===== config.mk =====
export PLATFORM = sky130hd
export DESIGN_NAME = ram_1p_host_arb_flat
export DESIGN_NICKNAME = d
export VERILOG_FILES = /design/src/rtl/ram_1p_host_arb_if.sv /design/src/rtl/ram_1p_host_arb.sv /design/src/flat_wrapper.sv
export SDC_FILE = /design/constraint.sdc
export NUM_CORES = 1
export LEC_CHECK = 0
export BUFFER_PORTS_ARGS = -buffer_cell sky130_fd_sc_hd__buf_4
export CORE_UTILIZATION = 37
export DETAILED_ROUTE_END_ITERATION = 8
export GPL_ROUTABILITY_DRIVEN = 0
export PLACE_DENSITY = 0.78
export SLEW_MARGIN = 5
export SYNTH_ARGS = -nofsm -noshare
export SYNTH_HDL_FRONTEND = slang
export SYNTH_SLANG_ARGS = --single-unit

===== constraint.sdc =====
create_clock -name clk_i -period 1.95 [get_ports clk_i]
set_input_delay 0.195 -clock clk_i [delete_from_list [all_inputs] [get_ports clk_i]]
set_output_delay 0.195 -clock clk_i [all_outputs]
set_load 0.01 [all_outputs]

===== src/rtl/ram_1p_host_arb_if.sv =====
// Host-side (Ibex instruction/data) and RAM-side signals of the two-host
// single-port RAM front end; the arbiter takes the slave view.
interface ram_1p_host_arb_if #(
    parameter int Depth = 128
);
    localparam int RamAw = $clog2(Depth);

    logic             instr_req_i;
    logic [31:0]      instr_addr_i;
    logic             instr_gnt_o;
    logic             instr_rvalid_o;
    logic [31:0]      instr_rdata_o;
    logic             instr_err_o;

    logic             data_req_i;
    logic             data_we_i;
    logic [3:0]       data_be_i;
    logic [31:0]      data_addr_i;
    logic [31:0]      data_wdata_i;
    logic             data_gnt_o;
    logic             data_rvalid_o;
    logic [31:0]      data_rdata_o;
    logic             data_err_o;

    logic             ram_req_o;
    logic             ram_write_o;
    logic [RamAw-1:0] ram_addr_o;
    logic [31:0]      ram_wdata_o;
    logic             ram_rvalid_i;
    logic [31:0]      ram_rdata_i;

    modport slave (
        input  instr_req_i, instr_addr_i,
        output instr_gnt_o, instr_rvalid_o, instr_rdata_o, instr_err_o,
        input  data_req_i, data_we_i, data_be_i, data_addr_i, data_wdata_i,
        output data_gnt_o, data_rvalid_o, data_rdata_o, data_err_o,
        output ram_req_o, ram_write_o, ram_addr_o, ram_wdata_o,
        input  ram_rvalid_i, ram_rdata_i
    );

    modport master (
        output instr_req_i, instr_addr_i,
        input  instr_gnt_o, instr_rvalid_o, instr_rdata_o, instr_err_o,
        output data_req_i, data_we_i, data_be_i, data_addr_i, data_wdata_i,
        input  data_gnt_o, data_rvalid_o, data_rdata_o, data_err_o,
        input  ram_req_o, ram_write_o, ram_addr_o, ram_wdata_o,
        output ram_rvalid_i, ram_rdata_i
    );
endinterface


===== src/rtl/ram_1p_host_arb.sv =====
// Arbitrates Ibex instr/data hosts onto one single-port RAM, data first, and
// turns byte-enable writes into a read-modify-write pair of RAM accesses.
module ram_1p_host_arb #(
    parameter int          Depth   = 128,
    parameter logic [31:0] RamBase = 32'h0000_0000
) (
    input logic              clk_i,
    input logic              rst_ni,
    ram_1p_host_arb_if.slave bus
);
    localparam int RamAw = $clog2(Depth);

    typedef enum logic {IDLE, RMW_WR} state_e;
    typedef enum logic {OWN_INSTR, OWN_DATA} owner_e;

    // One outstanding response; no_ram entries complete without the RAM.
    typedef struct packed {
        logic   valid;
        owner_e owner;
        logic   err;
        logic   internal;
        logic   no_ram;
    } rsp_t;

    state_e           state_q;
    rsp_t             rsp_q, rsp_d;
    logic [RamAw-1:0] rmw_addr_q;
    logic [3:0]       rmw_be_q;
    logic [31:0]      rmw_wdata_q;

    logic             data_hit, instr_hit;
    logic             data_none, data_partial;
    logic             data_sel, instr_sel;
    logic [31:0]      merged;
    logic             rsp_fire, rsp_zero;

    function automatic logic in_window(input logic [31:0] addr);
        return addr[31:RamAw+2] == RamBase[31:RamAw+2];
    endfunction

    always_comb begin
        data_hit     = in_window(bus.data_addr_i);
        instr_hit    = in_window(bus.instr_addr_i);
        data_none    = bus.data_we_i && (bus.data_be_i == 4'b0000);
        data_partial = bus.data_we_i && !data_none && (bus.data_be_i != 4'b1111);
        data_sel     = rst_ni && (state_q == IDLE) && bus.data_req_i;
        instr_sel    = rst_ni && (state_q == IDLE) && bus.instr_req_i && !bus.data_req_i;
        for (int i = 0; i < 4; i++) begin
            merged[8*i +: 8] = rmw_be_q[i] ? rmw_wdata_q[8*i +: 8] : bus.ram_rdata_i[8*i +: 8];
        end
    end

    assign bus.data_gnt_o  = data_sel;
    assign bus.instr_gnt_o = instr_sel;

    always_comb begin
        // NOTE: every output and next-state value gets a default first, so no path infers a latch.
        bus.ram_req_o   = 1'b0;
        bus.ram_write_o = 1'b0;
        bus.ram_addr_o  = bus.data_addr_i[RamAw+1:2];
        bus.ram_wdata_o = bus.data_wdata_i;
        rsp_d           = '0;
        if (rst_ni && state_q == RMW_WR) begin
            bus.ram_req_o   = 1'b1;
            bus.ram_write_o = 1'b1;
            bus.ram_addr_o  = rmw_addr_q;
            bus.ram_wdata_o = merged;
            rsp_d.valid     = 1'b1;
            rsp_d.owner     = OWN_DATA;
        end else if (data_sel) begin
            rsp_d.valid = 1'b1;
            rsp_d.owner = OWN_DATA;
            if (!data_hit) begin
                rsp_d.err    = 1'b1;
                rsp_d.no_ram = 1'b1;
            end else if (data_none) begin
                rsp_d.no_ram = 1'b1;
            end else begin
                // A partial write starts as a plain read whose data feeds the merge.
                bus.ram_req_o   = 1'b1;
                bus.ram_write_o = bus.data_we_i && !data_partial;
                rsp_d.internal  = data_partial;
            end
        end else if (instr_sel) begin
            bus.ram_addr_o = bus.instr_addr_i[RamAw+1:2];
            rsp_d.valid    = 1'b1;
            rsp_d.owner    = OWN_INSTR;
            if (!instr_hit) begin
                rsp_d.err    = 1'b1;
                rsp_d.no_ram = 1'b1;
            end else begin
                bus.ram_req_o = 1'b1;
            end
        end
    end

    always_ff @(posedge clk_i or negedge rst_ni) begin
        if (!rst_ni) begin
            state_q     <= IDLE;
            rsp_q       <= '0;
            rmw_addr_q  <= '0;
            rmw_be_q    <= '0;
            rmw_wdata_q <= '0;
        end else begin
            // NOTE: non-blocking for all state so every register samples pre-edge values.
            rsp_q <= rsp_d;
            case (state_q)
                IDLE: begin
                    if (data_sel && data_hit && data_partial) begin
                        state_q     <= RMW_WR;
                        rmw_addr_q  <= bus.data_addr_i[RamAw+1:2];
                        rmw_be_q    <= bus.data_be_i;
                        rmw_wdata_q <= bus.data_wdata_i;
                    end
                end
                RMW_WR:  state_q <= IDLE;
                default: state_q <= IDLE;
            endcase
        end
    end

    assign rsp_fire = rsp_q.valid && !rsp_q.internal && (rsp_q.no_ram || bus.ram_rvalid_i);
    assign rsp_zero = rsp_q.valid && rsp_q.err;

    assign bus.data_rvalid_o  = rsp_fire && (rsp_q.owner == OWN_DATA);
    assign bus.data_err_o     = rsp_fire && (rsp_q.owner == OWN_DATA) && rsp_q.err;
    assign bus.data_rdata_o   = (rsp_zero && rsp_q.owner == OWN_DATA) ? 32'h0 : bus.ram_rdata_i;
    assign bus.instr_rvalid_o = rsp_fire && (rsp_q.owner == OWN_INSTR);
    assign bus.instr_err_o    = rsp_fire && (rsp_q.owner == OWN_INSTR) && rsp_q.err;
    assign bus.instr_rdata_o  = (rsp_zero && rsp_q.owner == OWN_INSTR) ? 32'h0 : bus.ram_rdata_i;

    logic unused_addr_lsbs;
    assign unused_addr_lsbs = ^{bus.instr_addr_i[1:0], bus.data_addr_i[1:0]};
endmodule


===== src/flat_wrapper.sv =====
// flat-port wrapper written by rule: the top's interface ports become plain ports
module ram_1p_host_arb_flat 
#(
    parameter int          Depth   = 128,
    parameter logic [31:0] RamBase = 32'h0000_0000
)
  (clk_i, rst_ni, bus_instr_req_i, bus_instr_addr_i, bus_instr_gnt_o, bus_instr_rvalid_o, bus_instr_rdata_o, bus_instr_err_o, bus_data_req_i, bus_data_we_i, bus_data_be_i, bus_data_addr_i, bus_data_wdata_i, bus_data_gnt_o, bus_data_rvalid_o, bus_data_rdata_o, bus_data_err_o, bus_ram_req_o, bus_ram_write_o, bus_ram_addr_o, bus_ram_wdata_o, bus_ram_rvalid_i, bus_ram_rdata_i);
  ram_1p_host_arb_if #(.Depth(Depth)) bus_i ();
  input logic clk_i;
  input logic rst_ni;
  input wire logic [$bits(bus_i.instr_req_i)-1:0] bus_instr_req_i;
  input wire logic [$bits(bus_i.instr_addr_i)-1:0] bus_instr_addr_i;
  output wire logic [$bits(bus_i.instr_gnt_o)-1:0] bus_instr_gnt_o;
  output wire logic [$bits(bus_i.instr_rvalid_o)-1:0] bus_instr_rvalid_o;
  output wire logic [$bits(bus_i.instr_rdata_o)-1:0] bus_instr_rdata_o;
  output wire logic [$bits(bus_i.instr_err_o)-1:0] bus_instr_err_o;
  input wire logic [$bits(bus_i.data_req_i)-1:0] bus_data_req_i;
  input wire logic [$bits(bus_i.data_we_i)-1:0] bus_data_we_i;
  input wire logic [$bits(bus_i.data_be_i)-1:0] bus_data_be_i;
  input wire logic [$bits(bus_i.data_addr_i)-1:0] bus_data_addr_i;
  input wire logic [$bits(bus_i.data_wdata_i)-1:0] bus_data_wdata_i;
  output wire logic [$bits(bus_i.data_gnt_o)-1:0] bus_data_gnt_o;
  output wire logic [$bits(bus_i.data_rvalid_o)-1:0] bus_data_rvalid_o;
  output wire logic [$bits(bus_i.data_rdata_o)-1:0] bus_data_rdata_o;
  output wire logic [$bits(bus_i.data_err_o)-1:0] bus_data_err_o;
  output wire logic [$bits(bus_i.ram_req_o)-1:0] bus_ram_req_o;
  output wire logic [$bits(bus_i.ram_write_o)-1:0] bus_ram_write_o;
  output wire logic [$bits(bus_i.ram_addr_o)-1:0] bus_ram_addr_o;
  output wire logic [$bits(bus_i.ram_wdata_o)-1:0] bus_ram_wdata_o;
  input wire logic [$bits(bus_i.ram_rvalid_i)-1:0] bus_ram_rvalid_i;
  input wire logic [$bits(bus_i.ram_rdata_i)-1:0] bus_ram_rdata_i;
  assign bus_i.instr_req_i = bus_instr_req_i;
  assign bus_i.instr_addr_i = bus_instr_addr_i;
  assign bus_instr_gnt_o = bus_i.instr_gnt_o;
  assign bus_instr_rvalid_o = bus_i.instr_rvalid_o;
  assign bus_instr_rdata_o = bus_i.instr_rdata_o;
  assign bus_instr_err_o = bus_i.instr_err_o;
  assign bus_i.data_req_i = bus_data_req_i;
  assign bus_i.data_we_i = bus_data_we_i;
  assign bus_i.data_be_i = bus_data_be_i;
  assign bus_i.data_addr_i = bus_data_addr_i;
  assign bus_i.data_wdata_i = bus_data_wdata_i;
  assign bus_data_gnt_o = bus_i.data_gnt_o;
  assign bus_data_rvalid_o = bus_i.data_rvalid_o;
  assign bus_data_rdata_o = bus_i.data_rdata_o;
  assign bus_data_err_o = bus_i.data_err_o;
  assign bus_ram_req_o = bus_i.ram_req_o;
  assign bus_ram_write_o = bus_i.ram_write_o;
  assign bus_ram_addr_o = bus_i.ram_addr_o;
  assign bus_ram_wdata_o = bus_i.ram_wdata_o;
  assign bus_i.ram_rvalid_i = bus_ram_rvalid_i;
  assign bus_i.ram_rdata_i = bus_ram_rdata_i;
  ram_1p_host_arb #(.Depth(Depth), .RamBase(RamBase)) u_core (.clk_i(clk_i), .rst_ni(rst_ni), .bus(bus_i));
endmodule

### Word-level counts from Yosys, hierarchy flattened

Index checks and enable logic that the tools add are counted.

| storage, ports and cells | value |
|---|---|
| register bits | 49 |
| logic and storage cells | 76 |
| input bits | 138 |

| cells by class | value |
|---|---|
| eq/ne operators | 1 |
| reductions and logical operators | 29 |
| multiplexer cells | 35 |
| bitwise operators | 2 |

Operator list:

| kind | number |
|---|---|
| $mux 32 | 3 |
| $logic_not 23->1 | 2 |
| $mux 8 | 4 |
| $mux 7 | 3 |
| $logic_and 1x1->1 | 20 |
| $mux 1 | 20 |
| $mux 3 | 3 |
| $logic_not 1->1 | 4 |
| $logic_not 4->1 | 1 |
| $ne 4x4->1 const B | 1 |
| $mux 2 | 1 |
| $not 1->1 | 2 |
| $pmux 1 s2 | 1 |
| $reduce_and 2->1 | 1 |
| $logic_or 1x1->1 | 1 |

### Logic depth before layout (Yosys ltp)

Gate-level depths: netlist of run 1.

| logic depth | value |
|---|---|
| depth in word-level cells | 11 |
| depth in mapped cells | 5 |
| depth with buffers taken out | 4 |

### Worst setup path before layout of run 1

Ideal clock, no wire load.

| timing | value |
|---|---|
| path type | in2reg |
| from | in bus_data_addr_i[22] |
| to | reg u_core.rmw_wdata_q[10] |
| arrival | 1.907 ns |
| path buffers | 1 |
| library setup time | 0.125 ns |
| setup slack | -0.082 ns |
| cell stages on the path | 5 |
| required time | 1.825 ns |
| cell sequence | or4_1 -> or3_4 -> nor3_4 -> buf_6 -> mux2_2 |

| on the way | value |
|---|---|
| word-level cells in the longest chain between the ends | 4 |

RTL lines:

| what | RTL line | text |
|---|---|---|
| start, declared | flat_wrapper.sv:20 | `input wire logic [$bits(bus_i.data_addr_i)-1:0] bus_data_addr_i;` |
| $logic_not 23->1 | ram_1p_host_arb.sv:38 | `return addr[31:RamAw+2] == RamBase[31:RamAw+2];` |
| $logic_and 1x1->1 (2 in a row) | ram_1p_host_arb.sv:109 | `if (data_sel && data_hit && data_partial) begin` |
| $reduce_and 2->1 (no source line) | -- |  |
| end signal, assigned | ram_1p_host_arb.sv:113 | `rmw_wdata_q <= bus.data_wdata_i;` |
| end, declared | ram_1p_host_arb.sv:29 | `logic [31:0] rmw_wdata_q;` |

Every way passes these cells.
A chain may end at the register's enable or synchronous reset.

### Worst setup path after layout of run 1

| timing | value |
|---|---|
| from | reg u_core.state_q |
| to | out bus_ram_write_o |

| on the way | value |
|---|---|
| word-level cells in the longest chain between the ends | 5 |

RTL lines:

| what | RTL line | text |
|---|---|---|
| start, declared | ram_1p_host_arb.sv:25 | `state_e state_q;` |
| start signal, assigned | ram_1p_host_arb.sv:99 | `state_q <= IDLE;` |
| start signal, assigned | ram_1p_host_arb.sv:110 | `state_q <= RMW_WR;` |
| start signal, assigned | ram_1p_host_arb.sv:116 | `RMW_WR: state_q <= IDLE;` |
| $not 1->1 (no source line) | -- |  |
| $logic_and 1x1->1 (2 in a row) | ram_1p_host_arb.sv:46 | `data_sel = rst_ni && (state_q == IDLE) && bus.data_req_i;` |
| $mux 1 | ram_1p_host_arb.sv:70 | `end else if (data_sel) begin` |
| $mux 1 (*) | ram_1p_host_arb.sv:63 | `if (rst_ni && state_q == RMW_WR) begin` |
| end, declared | flat_wrapper.sv:27 | `output wire logic [$bits(bus_i.ram_write_o)-1:0] bus_ram_write_o;` |

Every way passes the cells marked *; elsewhere a longest branch is shown, timed or not.

==> results of run 1 <==
per-stage QoR:
stage	total power [mW]	area (um^2)
final	2.32	5690
after global routing	2.44	5690
after CTS	2.34	5380
after detailed placement	1.75	5250
after global placement	1.74	5250
after floorplan	1.26	3270
worst max-delay path: stages (launching register included):
cell and delay (ns):
dfrtp_1 0.38, nand3b_1 0.17, buf_4 0.17, or4_4 0.51
o31ai_4 0.21, buf_6 0.14
routing by layer:
layer / GRT usage / vias up / wire length (um)
met5: 0 / - / 0
met4: 0.0634 / 0 / 153
met3: 0.0332 / 14 / 567
met2: 0.399 / 135 / 5740
met1: 0.261 / 1646 / 4690
li1: - / 1709 / -
path summary, 6_finish.rpt:
kind                                                         from                                  to  slack [ns]  cells after the start
worst max-delay path                     u_core.state_q$_DFF_PN0_                     bus_ram_write_o       -0.12                      5
worst min-delay path                                       rst_ni  u_core.rmw_wdata_q[24]$_DFFE_PN0P_        0.07                      3
worst max register to register           u_core.state_q$_DFF_PN0_    u_core.rmw_addr_q[3]$_DFFE_PN0P_       -0.08                      7
worst min register to register  u_core.rmw_wdata_q[4]$_DFFE_PN0P_   u_core.rmw_wdata_q[4]$_DFFE_PN0P_        0.52                      1
max in group asynchronous                                  rst_ni            u_core.state_q$_DFF_PN0_        0.53                      3
min in group clk_i                           bus_data_wdata_i[26]  u_core.rmw_wdata_q[26]$_DFFE_PN0P_        0.13                      2
layout by cell type, fill, tap and decap left out, types with 2 or more instances in the layout:
cell and count:
inv_1 4, buf_4 257, mux2i_1 39, clkbuf_8 5
nor4_1 9, or4_4 2, mux2_2 11, mux2_4 32
dfrtp_1 49, buf_12 3, clkbuf_16 4, nand2_1 43
and2_1 65, clkbuf_1 2, nor3_4 2, nand4_1 3
o21ai_0 40, buf_6 5, nor2_1 7, nand3_1 3
area by class of cell:
class / count / area [um^2] / area share
inverters: 4 / 15.0 / 0.00264
clock inverters: 1 / 7.51 / 0.00132
multi-input cells: 270 / 2060 / 0.361
clock buffers: 7 / 76.3 / 0.0134
repair buffers: 272 / 2180 / 0.383
flip-flops and latches: 49 / 1230 / 0.215
well taps: 105 / 131 / 0.0231
kinds of logic after synthesis:
group | count (synthesis) | synth area share
mux | 82 | 0.268
flops | 49 | 0.376
buf+inv | 28 | 0.0414
compound gates | 46 | 0.0767
simple gates | 142 | 0.238
repair_timing:
item | in CTS | in global routing
setup endpoints to repair | 4 | 52
hold buffers | 1 | 0
buffers inserted | 1 | 1
gates resized for setup | 5 | 42
pin swaps | 2 | 2
hold endpoints to repair | 22 | 0
gates cloned | 0 | 8
flip-flops by register name, indices dropped and copies added (netlist names):
register,cells
u_core.state_q,1
u_core.rmw_addr_q,7
u_core.rmw_wdata_q,32
u_core.rsp_q,5
u_core.rmw_be_q,4
power breakdown:
part / switching (mW) / internal, mW / total, mW
clock: 0.324 / 0.254 / 0.579
sequential: 0.00400 / 1.02 / 1.02
combinational: 0.292 / 0.421 / 0.713
==> metrics.yaml, run 1 <==
status: "finished with violations"
violations: "negative setup slack"
antenna_cells: 0
ys_top_cells_by_count: "65 x and2_1, 49 x dfrtp_1, 44 x nand2_1"
cts_tree: "yes"
clock.fmax_mhz: 482
timing.hold.ws_ns: 0.0678
fin_cells: 708
tns_ns: -2.62
die_h_um: 95.9
critPathArrivalTime_ns: 1.88
slew_viol_final: 0
tightest_slew_ns: 1.03
synthCells: 347
htreeDepth: 2
die_area_um2: 9190
yosysSeqAreaShare: 0.376
grt_start_max_net_pins: 43
initial_utilization: 0.389
preCtsSetupSlack_ns: -0.228
num-fill-cells: 659
worstPathRequired_ns: 1.75
setup_viol: 45
synth_edf_count: 0
rows: 33
netlist_top_cells_area: "dfrtp_1 38%, mux2_2 14%, and2_1 12%"
skew_ns: 0.00881
hpwl_um: 8310
clkSinkCount: 49
area_growth_pct: 74.5
critPathMaxFanout: 5
drc: 0
synth.cell_area_um2: 3260
syn_nets: 485
p_leak_nw: 2.83
yosysTopAreaCellShare: 0.376
port_buffers: 244
slew_headroom: 0.310
ys_types: 29
crit_type: "reg -> out"
first_global_vias: 3312
hp-class: "in -> async"
drt-total-wl_um: 11200
dr_total_vias: 3504
drive_gt1_frac: 0.544
cts_buffers: 5
coreArea_um2: 8380
async_flop_share: 1.00
clock-root-buffer: "clkbuf_8"
grt_pass1_wl_um: 15500
hold_viol: 0
grtUsageTotal: 0.217
fin_ws_ns: -0.124
antenna_left: 0
syn_avg_cell_area_um2: 9.40
synth_largest_area_cell: "dfrtp_1"
fin_util: 0.679
yosysMostFrequentCell: "and2_1"
ys_ff_latch: 49
powerDensity_nw_per_um2: 407
finalCriticalPeriod_ns: 2.07
ir_drop_v: 0.000269
fin_nets: 740
cp-start-kind: "register"
drt_first_pass_iters: 4
numPlacedInstances: 689
ys_warn_count: 0
setup.worst_path.end_class: "output pin"
cap_violations: 0
rsz0062_at_grt: "yes"
die_x_um: 95.9
antenna_found_initial: 0
finalCritPeriodShare: 1.06
clockBufferDepth: 2
drt_iter0_drc: 68
clk-insertion-delay-late_ns: 0.29
vias_per_cell: 4.95
boundaryPins: 249
clkTransAtPathRegs_ns: 0.09
grt_overflow: 0
synth_ff_type: "dfrtp_1"
post_drt_wl_per_cell_um: 15.8
(Power assumes the default switching activity.)
==> run 2, diff against run 1 <==
CORE_AREA = 2 2 98 100   (was default)
CORE_UTILIZATION = default   (was 37)
DIE_AREA = 0 0 100 102   (was default)
PLACE_DENSITY = 0.73   (was 0.78)
clock period = 2.5 ns   (was 1.95 ns; I/O delays follow)
==> metrics.yaml, run 2 (synthesized netlist as in run 1, its figures left out) <==
cp-start-kind: "primary input"
slew_viol_final: 0
boundaryPins: 249
die_area_um2: 10200
crit_chain: "dlygate4sd3_1 > buf_4 > nand3b_1 > or4_1 > o31ai_1 > buf_4"
cts_buffers: 5
grtUsageTotal: 0.205
p_leak_nw: 2.72
clkTransAtPathRegs_ns: 0.09
htreeDepth: 2
clk-insertion-delay-late_ns: 0.30
num-fill-cells: 807
coreArea_um2: 9110
holdPathEnd: "u_core.rmw_wdata_q[15]$_DFFE_PN0P_"
status: "completed"
fin_cells: 700
vias_per_cell: 4.91
grt_overflow: 0
antenna_cells: 0
hp-start: "bus_data_wdata_i[15]"
worstPathRequired_ns: 2.25
dr_total_vias: 3434
setup_viol: 0
finalCritPeriodShare: 0.960
crit_type: "in -> out"
area_growth_pct: 64.8
tns_ns: 0
antenna_left: 0
drt-total-wl_um: 10900
final_common_cell: "buf_4"
cap_violations: 0
critPathMaxFanout: 5
finalCriticalPeriod_ns: 2.40
powerDensity_nw_per_um2: 374
hpwl_um: 8670
skew_ns: 0.00961
drc: 0
rows: 35
preCtsSetupSlack_ns: 0.189
worst_path_max_delay_cell: "or4_1"
clock.fmax_mhz: 417
rrSetupSlack_ns: 0.41
drt_first_pass_iters: 4
largest_register_ffs: 32
power_mw: 2.01
drive_gt1_frac: 0.526
initial_utilization: 0.358
critPathArrivalTime_ns: 2.15
regMostFlops: "u_core.rmw_wdata_q"
rr_endpoint: "u_core.rmw_wdata_q[2]$_DFFE_PN0P_"
clkSinkCount: 49
grt_pass1_wl_um: 16800
hold_viol: 0
slew_headroom: 0.631
die_x_um: 100
critPathMostFrequentCell: "buf_4"
whs_path_depth: 2
post_drt_wl_per_cell_um: 15.5
reg2reg_depth: 5
fin_nets: 726
layout_common_cells: "255 x buf_4, 65 x and2_1, 49 x dfrtp_1, 43 x nand2_1, 41 x mux2_2"
fin_util: 0.590
reg.largest.list: "u_core.rmw_wdata_q: 32 flops, u_core.rmw_addr_q: 7 flops, u_core.rsp_q: 5 flops"
r2r-start: "u_core.state_q$_DFF_PN0_"
setup.worst_path.end_class: "output pin"
grt_start_max_net_pins: 38
clockBufferDepth: 2
ir_drop_v: 0.000230
fin_ws_ns: 0.0993
critPathMaxStageDelay_ns: 0.62
cts_tree: "yes"
die_h_um: 102
first_global_vias: 3516
antenna_found_initial: 0
tightest_slew_ns: 0.553
drt_iter0_drc: 54
clock-root-buffer: "clkbuf_8"
port_buffers: 244
numPlacedInstances: 688
hp-class: "in -> reg"
-- run 2: cell types whose count changed in the layout (fill, tap and decap cells not counted), moves of 4 or more --
cell	previous run	this run
clkbuf_16	4	0
buf_6	5	0
mux2_4	32	0
mux2_2	11	41
-- run 2: worst max-delay path, delay by kind of cell --
kind	cells	cell delay, ns
compound gates	1	0.28
simple gates	2	0.79
buf+inv	3	0.83
-- run 2: final cells by class --
| cell class | count | area [um^2] | share of cell area |
|---|---|---|---|
| Tap cell | 111 | 139 | 0.0258 |
| Timing Repair Buffer | 258 | 1960 | 0.364 |
| Clock buffer | 5 | 68.8 | 0.0128 |
| Sequential cell | 49 | 1230 | 0.228 |
| Multi-Input combinational cell | 270 | 1900 | 0.354 |
| Inverter | 4 | 15.0 | 0.00279 |
| Clock inverter | 3 | 65.1 | 0.0121 |
-- run 2: worst max path at each step --
stage          slack, ns                                  to  depth (start not counted)                 from
6_report             0.1                     bus_ram_write_o                          6               rst_ni
5_1_grt            -0.02                   bus_ram_addr_o[1]                          9               rst_ni
4_1_cts             0.03                   bus_ram_addr_o[1]                          9               rst_ni
3_5_place_dp        0.19   u_core.rmw_wdata_q[2]$_DFFE_PN0P_                          6  bus_data_addr_i[22]
3_3_place_gp        0.22   u_core.rmw_wdata_q[6]$_DFFE_PN0P_                          6  bus_data_addr_i[22]
2_1_floorplan       0.41  u_core.rmw_wdata_q[10]$_DFFE_PN0P_                          5  bus_data_addr_i[22]
-- run 2: through the flow --
step	hold slack (ns)	area, um^2
after floorplan	-0.0456	3260
after global placement	0.305	5200
after detailed placement	0.309	5200
after CTS	0.172	5350
after global routing	0.162	5380
final	0.182	5380
-- run 2: per-layer routing --
| layer | global-route usage | part of all wire | up-vias |
|---|---|---|---|
| met1 | 0.240 | 0.39 | 1612 |
| li1 | - | - | 1681 |
| met2 | 0.381 | 0.53 | 132 |
| met4 | 0.0558 | 0.012 | 0 |
| met5 | 0 | 0 | - |
| met3 | 0.0424 | 0.067 | 9 |
-- run 2: timing repair --
item / in CTS / in global routing
hold endpoints to repair: 49 / 0
buffers inserted: 0 / 3
hold buffers: 1 / 0
endpoints found under the setup margin: 0 / 29
gates resized for setup: 0 / 2
-- run 2: power by group --
group          switching (mW)  total [mW]  internal (mW)
Combinational           0.226       0.553          0.326
Sequential            0.00322       0.799          0.796
Clock                   0.262       0.660          0.397
==> run 3, diff against run 2 <==
GPL_TIMING_DRIVEN = 0   (was default)
==> metrics.yaml, run 3 (synthesized netlist as in run 1, its figures left out) <==
status: "completed"
rows: 35
hpwl_um: 9300
area_growth_pct: 64.3
clockBufferDepth: 2
regMostFlops: "u_core.rmw_wdata_q"
cap_violations: 0
ir_drop_v: 0.000212
reg.largest.list: "u_core.rmw_wdata_q: 32 flops, u_core.rmw_addr_q: 7 flops, u_core.rsp_q: 5 flops"
clk-insertion-delay-late_ns: 0.30
numPlacedInstances: 702
clkTransAtPathRegs_ns: 0.09
final_common_cell: "buf_4"
hp-start: "bus_data_wdata_i[15]"
slew_viol_final: 0
worstPathRequired_ns: 2.25
r2r-start: "u_core.state_q$_DFF_PN0_"
antenna_found_initial: 0
rsz0062_at_grt: "no"
antenna_cells: 0
fin_util: 0.588
clock-root-buffer: "clkbuf_8"
drt_iter0_drc: 53
drive_gt1_frac: 0.502
finalCritPeriodShare: 0.925
cts_tree: "yes"
p_leak_nw: 2.70
vias_per_cell: 4.94
fin_nets: 738
boundaryPins: 249
power_mw: 1.81
initial_utilization: 0.358
finalCriticalPeriod_ns: 2.31
fin_cells: 712
antenna_left: 0
setup.worst_path.end_class: "output pin"
first_global_vias: 3567
critPathArrivalTime_ns: 2.06
tightest_slew_ns: 0.696
coreArea_um2: 9110
die_h_um: 102
grt_overflow: 0
setup_viol: 0
drt-total-wl_um: 11500
hold_viol: 0
post_drt_wl_per_cell_um: 16.2
preCtsSetupSlack_ns: -0.321
grt_start_max_net_pins: 50
hp-class: "in -> reg"
dr_total_vias: 3520
drc: 0
port_buffers: 244
critPathMaxFanout: 6
post_cts_buffers: 0
die_x_um: 100
clkSinkCount: 49
grtUsageTotal: 0.218
timing.hold.ws_ns: 0.181
skew_ns: 0.0115
drt_first_pass_iters: 4
cts_buffers: 5
crit_type: "reg -> out"
clock.fmax_mhz: 432
cp-start-kind: "register"
grt_pass1_wl_um: 17600
slew_headroom: 0.536
crit_path_start: "u_core.state_q$_DFF_PN0_"
largest_register_ffs: 32
powerDensity_nw_per_um2: 338
die_area_um2: 10200
fin_ws_ns: 0.186
layout_common_cells: "243 x buf_4, 65 x and2_1, 49 x dfrtp_1, 44 x nand2_1, 41 x mux2_2"
htreeDepth: 2
num-fill-cells: 827
[run 3: cell types whose count changed in the layout (fill, tap and decap cells not counted), sizes merged]
| cell | previous run | this run |
|---|---|---|
| clkbuf | 5 | 25 |
| buf | 257 | 250 |
| clkinv | 1 | 2 |
| bufinv | 2 | 0 |
[run 3: worst max-delay path: stages (launching register included)]
cell and delay, ns:
dfrtp_1 0.44, nand3b_1 0.29, or4_1 0.62, o31ai_1 0.26
buf_4 0.17
[run 3: what timing repair did]
action,4_1_cts,5_1_grt
hold endpoints to repair,49,0
endpoints found under the setup margin,5,2
resized for setup,1,4
hold buffers,2,0
cloned,0,0
[run 3: stage by stage]
stage | TNS, ns | area, um^2
global route | 0 | 5360
detailed placement | -12.67 | 5230
CTS | 0 | 5360
global placement | -11.82 | 5230
finish | 0 | 5360
floorplan | 0 | 3260
[run 3: final timing paths]
check	to	slack [ns]	depth (start not counted)
hold / removal	u_core.rmw_wdata_q[15]$_DFFE_PN0P_	0.18	2
min in group asynchronous	u_core.rmw_wdata_q[27]$_DFFE_PN0P_	0.57	3
setup / recovery	bus_ram_write_o	0.19	4
max in group asynchronous	u_core.rmw_be_q[1]$_DFFE_PN0P_	1.70	3
setup reg to reg	u_core.rmw_wdata_q[11]$_DFFE_PN0P_	0.20	5
hold reg to reg	u_core.rmw_wdata_q[16]$_DFFE_PN0P_	0.50	1
[run 3: power by group]
part           switching (mW)  internal [mW]  leakage, nW  total, mW
clock                   0.261          0.195       0.0450      0.456
sequential            0.00331          0.796        0.679      0.799
combinational           0.229          0.325         1.97      0.553
total                   0.493           1.32         2.70       1.81
[run 3: layout make-up]
type | count | area, um^2 | area share
Multi-Input combinational cell | 270 | 1900 | 0.355
Clock buffer | 6 | 72.6 | 0.0135
Sequential cell | 49 | 1230 | 0.229
Inverter | 4 | 15.0 | 0.00280
Tap cell | 111 | 139 | 0.0259
Timing Repair Buffer | 246 | 1870 | 0.350
Buffer | 24 | 123 | 0.0229
Clock inverter | 2 | 10.0 | 0.00187
[run 3: per-layer routing]
metal / vias up / GRT usage / wire [um]
met5: - / 0 / 0
met4: 0 / 0.0411 / 132
met3: 11 / 0.0451 / 713
met2: 131 / 0.419 / 6020
met1: 1675 / 0.252 / 4670
li1: 1703 / - / -
